[src/rtl/pipelined_adder.sv]
// pipelined_adder: WIDTH-bit add/subtract with the carry chain cut into
// STAGES registered slices and a valid/ready handshake on both sides.
module pipelined_adder #(
  parameter int WIDTH  = 16,
  parameter int STAGES = 4
) (
  input  logic             clk,
  input  logic             rst_n,
  input  logic             in_valid,
  output logic             in_ready,
  input  logic [WIDTH-1:0] a,
  input  logic [WIDTH-1:0] b,
  input  logic             cin,
  input  logic             sub,
  output logic             out_valid,
  input  logic             out_ready,
  output logic [WIDTH-1:0] sum,
  output logic             cout,
  output logic             ovf
);

  localparam int C = WIDTH / STAGES;

  logic en;

  assign en       = ~out_valid | out_ready;
  assign in_ready = en;

  for (genvar k = 0; k < STAGES; k++) begin : g_st
    // RI: operand bits still to be added, SO: sum bits done after this slice
    localparam int RI = WIDTH - k * C;
    localparam int SO = (k + 1) * C;

    logic          xv;
    logic          xc;
    logic [RI-1:0] xa;
    logic [RI-1:0] xb;
    logic [C-1:0]  ns;
    logic          co;
    logic [SO-1:0] sn;
    logic          v_d;
    logic          v_q;
    logic          c_d;
    logic          c_q;
    logic [SO-1:0] s_d;
    logic [SO-1:0] s_q;

    if (k == 0) begin : g_in
      assign xv = in_valid;
      assign xc = sub | cin;
      assign xa = a;
      assign xb = sub ? ~b : b;
      assign sn = ns;
    end else begin : g_in
      assign xv = g_st[k-1].v_q;
      assign xc = g_st[k-1].c_q;
      assign xa = g_st[k-1].g_op.a_q;
      assign xb = g_st[k-1].g_op.b_q;
      assign sn = {ns, g_st[k-1].s_q};
    end

    always_comb begin : slice
      logic cy;
      cy = xc;
      ns = '0;
      for (int j = 0; j < C; j++) begin
        ns[j] = xa[j] ^ xb[j] ^ cy;
        cy    = (xa[j] & xb[j])
              | (xa[j] & cy)
              | (xb[j] & cy);
      end
      co = cy;
    end

    always_comb begin
      v_d = v_q;
      c_d = c_q;
      s_d = s_q;
      if (en) begin
        v_d = xv;
        c_d = co;
        s_d = sn;
      end
    end

    always_ff @(posedge clk or negedge rst_n) begin
      if (!rst_n) begin
        v_q <= 1'b0;
        c_q <= 1'b0;
        s_q <= '0;
      end else begin
        v_q <= v_d;
        c_q <= c_d;
        s_q <= s_d;
      end
    end

    if (k < STAGES - 1) begin : g_op
      localparam int RO = RI - C;

      logic [RO-1:0] a_d;
      logic [RO-1:0] a_q;
      logic [RO-1:0] b_d;
      logic [RO-1:0] b_q;

      always_comb begin
        a_d = a_q;
        b_d = b_q;
        if (en) begin
          a_d = xa[RI-1:C];
          b_d = xb[RI-1:C];
        end
      end

      always_ff @(posedge clk or negedge rst_n) begin
        if (!rst_n) begin
          a_q <= '0;
          b_q <= '0;
        end else begin
          a_q <= a_d;
          b_q <= b_d;
        end
      end
    end else begin : g_last
      logic o_d;
      logic o_q;

      // signs of A and (possibly inverted) B agree but the sum sign differs
      always_comb begin
        o_d = o_q;
        if (en) begin
          o_d = (xa[C-1] == xb[C-1])
              & (ns[C-1] != xa[C-1]);
        end
      end

      always_ff @(posedge clk or negedge rst_n) begin
        if (!rst_n) begin
          o_q <= 1'b0;
        end else begin
          o_q <= o_d;
        end
      end
    end
  end

  assign out_valid = g_st[STAGES-1].v_q;
  assign sum       = g_st[STAGES-1].s_q;
  assign cout      = g_st[STAGES-1].c_q;
  assign ovf       = g_st[STAGES-1].g_last.o_q;

endmodule
[config.mk]
export PLATFORM = sky130hd
export DESIGN_NAME = pipelined_adder
export DESIGN_NICKNAME = d
export VERILOG_FILES = /design/src/rtl/pipelined_adder.sv
export SDC_FILE = /design/constraint.sdc
export NUM_CORES = 1
export LEC_CHECK = 0
export ABC_AREA = 1
export CORE_AREA = 2 2 122 124
export DETAILED_ROUTE_END_ITERATION = 10
export DIE_AREA = 0 0 124 126
export PLACE_DENSITY = 0.49
export SLEW_MARGIN = 20
export SYNTH_ARGS = -nofsm -noshare
export SYNTH_HDL_FRONTEND = slang
export SYNTH_SLANG_ARGS = --single-unit
[constraint.sdc]
create_clock -name clk -period 2.4 [get_ports clk]
set_input_delay 0.36 -clock clk [delete_from_list [all_inputs] [get_ports clk]]
set_output_delay 0.36 -clock clk [all_outputs]
set_load 0.02 [all_outputs]
# After elaboration in Yosys (flattened, before gate mapping)
# Cells that the tools add are included.
op_classes:
  eq_ne: 2
  muxes: 1
  bitwise: 117
op_table:
  columns: ["op", "n"]
  rows:
  - ["$and 1x1->1", 49]
  - ["$or 1x1->1", 34]
  - ["$xor 1x1->1", 32]
  - ["$mux 16", 1]
  - ["$not 16->16", 1]
  - ["$eq 1x1->1", 1]
  - ["$ne 1x1->1", 1]
  - ["$not 1->1", 1]
word_totals:
  regBits: 97
  input_bits: 38
  wordCells: 139

# Logic depth before layout (Yosys ltp)
depth:
  word_depth: 14
  depth_mapped: 10
  ltp_nobuf: 10

# Least setup slack after synthesis
# No wires, ideal clock.
synth_path:
  path_kind: "in2reg"
  startpoint: "input sub"
  endpoint: "register g_st[0].s_q[3]"
  arrival_time_ns: 2.265
  slack_ns: 0.019
  stages: 10
  path_buffers: 1
  path_cell_list: "buf_2 xor2_1 fa_1 inv_1 fa_1 fa_1 inv_1 fa_1 nand2_1 nand2_1"
synth_via:
  elab_chain_len: 11
  elab_cells_between_ends: 19
  classes_between: "1 x mux; 18 x bitwise"
synth_lines:
  columns: ["element", "line", "rtl"]
  rows:
  - ["from (decl)", "14", "input logic sub,"]
  - ["$mux 16 or $or 1x1->1 (tied branches)", "52, 50", null]
  - ["$and 1x1->1 (on tied branches)", "68, 69", null]
  - ["$or 1x1->1", "69", "| (xa[j] & cy)"]
  - ["$or 1x1->1", "70", "| (xb[j] & cy);"]
  - ["$and 1x1->1", "69", null]
  - ["$or 1x1->1", "69", null]
  - ["$or 1x1->1", "70", null]
  - ["$and 1x1->1", "69", null]
  - ["$or 1x1->1", "69", null]
  - ["$or 1x1->1", "70", null]
  - ["$xor 1x1->1 *", "67", "ns[j] = xa[j] ^ xb[j] ^ cy;"]
  - ["named net g_st[0].ns[3]", "38", "logic [C-1:0] ns;"]
  - ["to (signal assigned)", "90", "s_q <= '0;"]
  - ["to (signal assigned)", "94", "s_q <= s_d;"]
  - ["to (decl)", "46", "logic [SO-1:0] s_q;"]
# The timed path passes the listed nets; every way through them passes the cells marked *.
# A chain may end at the register's enable or synchronous reset.

# Final worst setup path
layout_path:
  startpoint: "input cin"
  endpoint: "register g_st[0].s_q[3]"
layout_via:
  elab_chain_len: 11
  elab_cells_between_ends: 14
  classes_between: "14 x bitwise"
layout_lines:
  columns: ["element", "line", "rtl"]
  rows:
  - ["from (decl)", "13", "input logic cin,"]
  - ["$or 1x1->1 *", "50", "assign xc = sub | cin;"]
  - ["$and 1x1->1", "69", null]
  - ["$or 1x1->1", "69", null]
  - ["$or 1x1->1 *", "70", null]
  - ["$and 1x1->1", "69", null]
  - ["$or 1x1->1", "69", null]
  - ["$or 1x1->1 *", "70", null]
  - ["$and 1x1->1", "69", null]
  - ["$or 1x1->1", "69", null]
  - ["$or 1x1->1 *", "70", null]
  - ["$xor 1x1->1 *", "67", null]
  - ["named net g_st[0].ns[3]", "38", null]
# Marks and branches as above.

==> flow_summary_export.csv <==
group,metric,value,unit
sta,hold_viol,0,
outcome,outcome,"complete, no violations",
die,core.rowCount,44,
sta,max_freq,439,MHz
synth,synthAdderAreaFrac,7.91,%
clock_tree,h-tree-depth,3,
synth,synth-xor-area-share,1.04,%
route,drt_first_pass_iters,5,
clock_tree,clock-sinks,97,
worst_setup_path,required,2.64,ns
pwr,leakagePower,2.61,nW
sta,period_needed,2.28,ns
pwr,power.density,1220,nW/um^2
worst_setup_path,max_stage_delay,0.45,ns
synth,synth_top_family_by_area,"simple AND/OR/NAND/NOR gates",
pwr,design_power_total,6.52,mW
clock_tree,clk_pin_slew,0.07,ns
worst_setup_path,critical-path-slowest-cell,"clkdlybuf4s50_1",
synth,synth_compound_area_share,5.83,%
route,routed_via_density,4.13,
synth,syn_area,4210,um^2
synth,syn_area_per_cell,9.26,um^2
synth,synth_nets,509,
grt,antenna_found_initial,0,
grt,grt_pass1_wl,14.6,mm
layout,n_fill_cell,1511,
worst_setup_path,path_buf_inv,3,
synth,yosysSeqAreaShare,57.7,%
route,drtIter0Drc,186,
worst_setup_path,cp_cell_sequence,"clkdlybuf4s50_1 -> or2_4 -> fa_2 -> inv_2 -> fa_2 -> fa_2 -> inv_2 -> fa_1 -> nand2_1 -> nand2_1",
die,start_util,29.4,%
worst_setup_path,cp_max_fo,1,
clock_tree,clock_latency,0.34,ns
synth,synth_area_leaders,"dfrtp_1 (58%), nand2_1 (17%), fa_1 (7.6%), o21ai_0 (5.8%), inv_1 (4.0%)",
pwr,ir_worst_vdd,492,uV
placed_design,gp_congestion,0.787,
clock_tree,cts_inserted_buffers,9,
route,wl,8.33,mm
worst_setup_path,crit_arrival,2.52,ns
worst_setup_path,crit_family,"adder cells",
sta,slew_violations,0,
hold_path,hold_class,"reg -> reg",
flow_run,maxCapViolCount,0,
synth,synth-seq-cells,97,
sta,min_period_over_period,94.9,%
die,die_w,124,um
clock_tree,cts_tree,"yes",
sta,hold_ws,0.458,ns
worst_setup_path,crit_top_cell,"fa_2",
clock_tree,root_buffer,"clkbuf_16",
sta,slew_headroom,73.2,%
layout,drive_gt1_share,8.77,%
route,wire_per_inst,11.9,um
die,die-area,15600,um^2
layout,finish.utilization,37.3,%
die,fp.coreArea,14300,um^2
route,ant_nets,0,
grt,grt_max_degree,100,
synth,synth_top_cell_area_share,57.7,%
worst_setup_path,path_class,"in -> reg",
worst_setup_path,critPathLaunchType,"input port",
route,vias,2880,
synth,yosysTopAreaCell,"dfrtp_1",
grt,grt-ovfl-total,0,
placed_design,port_buffers,57,
layout,area_growth,27.0,%
worst_setup_path,critPathCaptureType,"flip-flop",
synth,yosys.area_share.simple,20.5,%
synth,yosys-mux-area-fraction,0,%
synth,yosysWarnings,0,
die,ios,58,
placed_design,place_worst_setup_slack,-0.549,ns
placed_design,hpwlAfterDp,5.53,mm
sta,worst_slew_pin_slew,0.403,ns
layout,fin_nets,563,
synth,postSynthCellCount,454,
grt,grt_use_total,11.9,%
route,post-route-drc-count,0,
sta,finalSetupViolCount,0,
clock_tree,clk_path_buf_depth,2,
sta,fin_ws,0.122,ns
synth,yosys.cell_types.count,15,
sta,rsz0062_at_grt,"false",
sta,finClkSkew,0.00839,ns
grt,grt_pass1_vias,3048,
die,die_h,126,um
layout,insertedDiodeCount,0,
==> cells in the mapped netlist <==
| cell type | instances |
|---|---|
| buf_2 | 13 |
| buf_4 | 7 |
| clkbuf_1 | 2 |
| dfrtp_1 | 97 |
| fa_1 | 16 |
| ha_1 | 1 |
| inv_1 | 45 |
| nand2_1 | 196 |
| nand3_1 | 12 |
| nor2_1 | 1 |
| nor2_2 | 1 |
| o21ai_0 | 49 |
| or2_2 | 9 |
| xnor2_1 | 3 |
| xor2_1 | 2 |
==> cell usage in the layout (no fill, tap or decap) <==
cell type / Yosys / routed
fa_1: 16 / 11
clkinv_2: 0 / 1
bufinv_16: 0 / 1
nand2_1: 196 / 195
ha_1: 1 / 1
nor2_4: 0 / 1
dlygate4sd3_1: 0 / 1
clkbuf_16: 0 / 9
inv_1: 45 / 40
clkbuf_1: 2 / 1
inv_2: 0 / 5
xnor2_1: 3 / 3
clkbuf_8: 0 / 2
clkinv_4: 0 / 1
o21ai_0: 49 / 49
xor2_1: 2 / 1
buf_12: 0 / 3
nand2_4: 0 / 1
fa_2: 0 / 5
or2_4: 0 / 1
dlymetal6s2s_1: 0 / 2
clkinvlp_4: 0 / 1
buf_6: 0 / 1
nand3_1: 12 / 12
buf_4: 7 / 4
dfrtp_1: 97 / 97
or2_2: 9 / 8
clkdlybuf4s50_1: 0 / 54
xor2_4: 0 / 1
nor2_1: 1 / 1
==> kinds of logic after synthesis <==
kind of cell / after synthesis
fa+ha+maj: 17
flops: 97
buf+inv: 67
simple gates: 219
compound gates: 49
xor+xnor: 5
==> where the power goes <==
group / internal (mW) / total, mW / switching [mW]
combinational: 0.990 / 2.35 / 1.36
clock: 0.865 / 1.46 / 0.591
sequential: 2.36 / 2.72 / 0.361
total: 4.21 / 6.52 / 2.31
==> repair_timing <==
| item | CTS | global route |
|---|---|---|
| resized for setup | 8 | 8 |
| setup endpoints to repair | 1 | 3 |
| hold endpoints to repair | 24 | 0 |
| hold buffers | 1 | 0 |
| pin swaps | 3 | 5 |
| setup buffers | 2 | 0 |
==> worst register-to-register path, cell delays in order, from the launching register on <==
cell     delay, ns
dfrtp_1       0.35
inv_1         0.10
fa_2          0.19
inv_1         0.05
fa_1          0.37
fa_2          0.35
inv_2         0.07
fa_1          0.44
xnor2_1       0.14
nand2_1       0.06
nand2_1       0.04
==> flip-flops by register name, summed over array words and instances (netlist names) <==
signal and cells:
g_st.g_op.a_q 24, g_st.g_op.b_q 24, g_st.s_q 24, sum 16
g_st.c_q 3, g_st.v_q 3, cout 1, out_valid 1
ovf 1
==> per-stage QoR <==
step	cell area [um^2]	std cells	setup TNS, ns
final	5340	697	0
after global routing	5340	697	0
after CTS	5320	697	0
after detailed placement	4970	678	-1.02
after global placement	4970	678	-0.839
after floorplan	4210	454	0
==> cell type report <==
| type | instances | area, um^2 | share of cell area, % |
|---|---|---|---|
| repair buffers | 65 | 677 | 12.7 |
| clock inverters | 4 | 51.3 | 0.960 |
| clock buffers | 12 | 256 | 4.80 |
| inverters | 45 | 169 | 3.16 |
| flip-flops and latches | 97 | 2430 | 45.4 |
| multi-input cells | 290 | 1530 | 28.6 |
| well taps | 184 | 230 | 4.31 |
==> layer usage <==
metal	vias up	routed length (um)	share of wire, %	track usage (%)
met1	1332	4210	51	17.0
met3	9	366	4.4	2.54
li1	1481	-	-	-
met2	58	3600	43	17.6
met4	0	145	1.7	4.36
met5	-	0	0	0
==> final timing paths <==
kind / depth (start not counted) / end / slack, ns / startpoint
min in group asynchronous: 2 / sum[2]$_DFFE_PN0P_ / 0.48 / rst_n
max in group asynchronous: 3 / g_st[2].g_op.a_q[0]$_DFFE_PN0P_ / 1.23 / rst_n
hold reg to reg: 2 / out_valid$_DFFE_PN0P_ / 0.46 / g_st[2].v_q$_DFFE_PN0P_
hold / removal: 2 / out_valid$_DFFE_PN0P_ / 0.46 / g_st[2].v_q$_DFFE_PN0P_
setup reg to reg: 10 / ovf$_DFFE_PN0P_ / 0.14 / g_st[2].g_op.a_q[0]$_DFFE_PN0P_
setup / recovery: 10 / g_st[0].s_q[3]$_DFFE_PN0P_ / 0.12 / cin
No activity file was read; power rests on OpenSTA's default activity.
==> RTL edit: new RTL, same settings <==
Change the parameter `STAGES` from 4 to 2.
--- a/src/rtl/pipelined_adder.sv
+++ b/src/rtl/pipelined_adder.sv
@@ -2,7 +2,7 @@
 // STAGES registered slices and a valid/ready handshake on both sides.
 module pipelined_adder #(
   parameter int WIDTH  = 16,
-  parameter int STAGES = 4
+  parameter int STAGES = 2
 ) (
   input  logic             clk,
   input  logic             rst_n,
Function: changed (a bounded check fails within 4 cycles, from zero or initial values and one cycle with rst_n low).
==> RTL edit against the original RTL <==
- the flow now finishes with violations (setup timing)
- via count decreased by 42%
- area after synthesis down 46%
- worst setup slack lost 1500 ps
- first-iteration DRC count decreased by 28%
- total power is 56% lower
- design area is 38% lower
- core utilization down 14 points
- critical path depth increased by 4
- sequential cell count fell by 52
- routed wire length shrank 31%
- sequential share of layout area shrank 11 points
- critical path type is now reg -> reg
- largest cell class unchanged
==> RTL edit: results (changes against the original RTL) <==
| Metric | Value |
|---|---|
| Vias per cell | 3.44 (was 4.13) |
| Failing checks | setup timing |
| Outcome | complete, but fails checks (was finished, final reports clean) |
| First-pass GRT wire length | 9.29 mm (was 14.6 mm) |
| Layout cells sized above 1 | 0.185 (was 0.0877) |
| Sequential area share after synthesis | 0.497 (was 0.577) |
| Gr usage total | 0.0795 (was 0.119) |
| Cell variety after synth | 18 (was 15) |
| Met1 usage | 0.104 (was 0.170) |
| GR Util met2 | 0.126 (was 0.176) |
| Routed length per instance | 11.7 µm (was 11.9 µm) |
| Leak | 1.49 nW (was 2.61 nW) |
| Synth top area cells | dfrtp_1 (50%), nand2_1 (16%), fa_1 (14%), o21ai_0 (4.2%), inv_1 (3.6%) (was dfrtp_1 (58%), nand2_1 (17%), fa_1 (7.6%), o21ai_0 (5.8%), inv_1 (4.0%)) |
| TritonCTS Buffers | 5 (was 9) |
| Maximum VDD drop | 0.357 mV (was 0.492 mV) |
| Count of final setup violators | 10 (was 0) |
| Number of global-route vias before repair | 1779 (was 3048) |
| Fin nets | 357 (was 563) |
| H-tree depth | 2 (was 3) |
| Critical-path top delay cell | fa_2 (was clkdlybuf4s50_1) |
| Clk_skew | 6.84 ps (was 8.39 ps) |
| Routability Congestion | 0.694 (was 0.787) |
| Routed WL | 5.71 mm (was 8.33 mm) |
| Mean Syn Cell Area | 9.49 µm² (was 9.26 µm²) |
| Max FO, Critical Path | 2 (was 1) |
| Final WS setup | -1330 ps (was 122 ps) |
| Syn_nets | 294 (was 509) |
| Layout fillers | 1588 (was 1511) |
## RTL edit: routing by layer
| metal | vias to the layer above | routed length, µm |
|---|---|---|
| li1 | 840 | - |
| met1 | 790 | 2640 |
| met2 | 38 | 2720 |
| met3 | 4 | 309 |
| met4 | 0 | 41 |
| met5 | - | 0 |
## RTL edit: worst paths after layout
| path | end | cells past startpoint |
|---|---|---|
| worst max-delay path | ovf | 14 |
| worst min-delay path | g_st[0].g_op.b_q[5] | 2 |
| worst max register to register | ovf | 14 |
| worst min register to register | out_valid | 2 |
| max in group asynchronous | g_st[0].s_q[4] | 2 |
| min in group clk | out_valid | 2 |
## RTL edit: cell type report
class,count,share of cell area
sequential,45,0.342
multi-input combinational,160,0.316
timing repair buffer,67,0.197
tap,184,0.0699
clock buffer,5,0.0380
inverter,23,0.0262
clock inverter,2,0.0106
## RTL edit: cell families after synthesis
| group | share of synthesized area |
|---|---|
| AOI/OAI and AO/OA | 0.0419 |
| xor gates and xnor gates | 0.0348 |
| adders and majority gates | 0.147 |
| buffers and inverters | 0.0728 |
| DFF | 0.497 |
| and+or+nand+nor | 0.207 |
## RTL edit: power by group
group	internal (W)	leakage, nW	total, W	switching (W)
combinational	0.000496	0.866	0.00102	0.000524
clock	0.000483	0.0797	0.000761	0.000277
sequential	0.000968	0.540	0.00109	0.000123
total	0.00195	1.49	0.00287	0.000924
## RTL edit: metrics by stage
step | instance area [µm²] | hold WS, ps
after floorplan | 2320 | 64.4
after global placement | 3100 | 363
after detailed placement | 3100 | 368
after CTS | 3290 | 67.7
after global routing | 3290 | 60.3
final | 3290 | 45.6
## RTL edit: timing repair
item                       CTS  global route
resized for setup           26             6
pin swaps                    6             3
buffers inserted             1             0
setup endpoints to repair   12            10
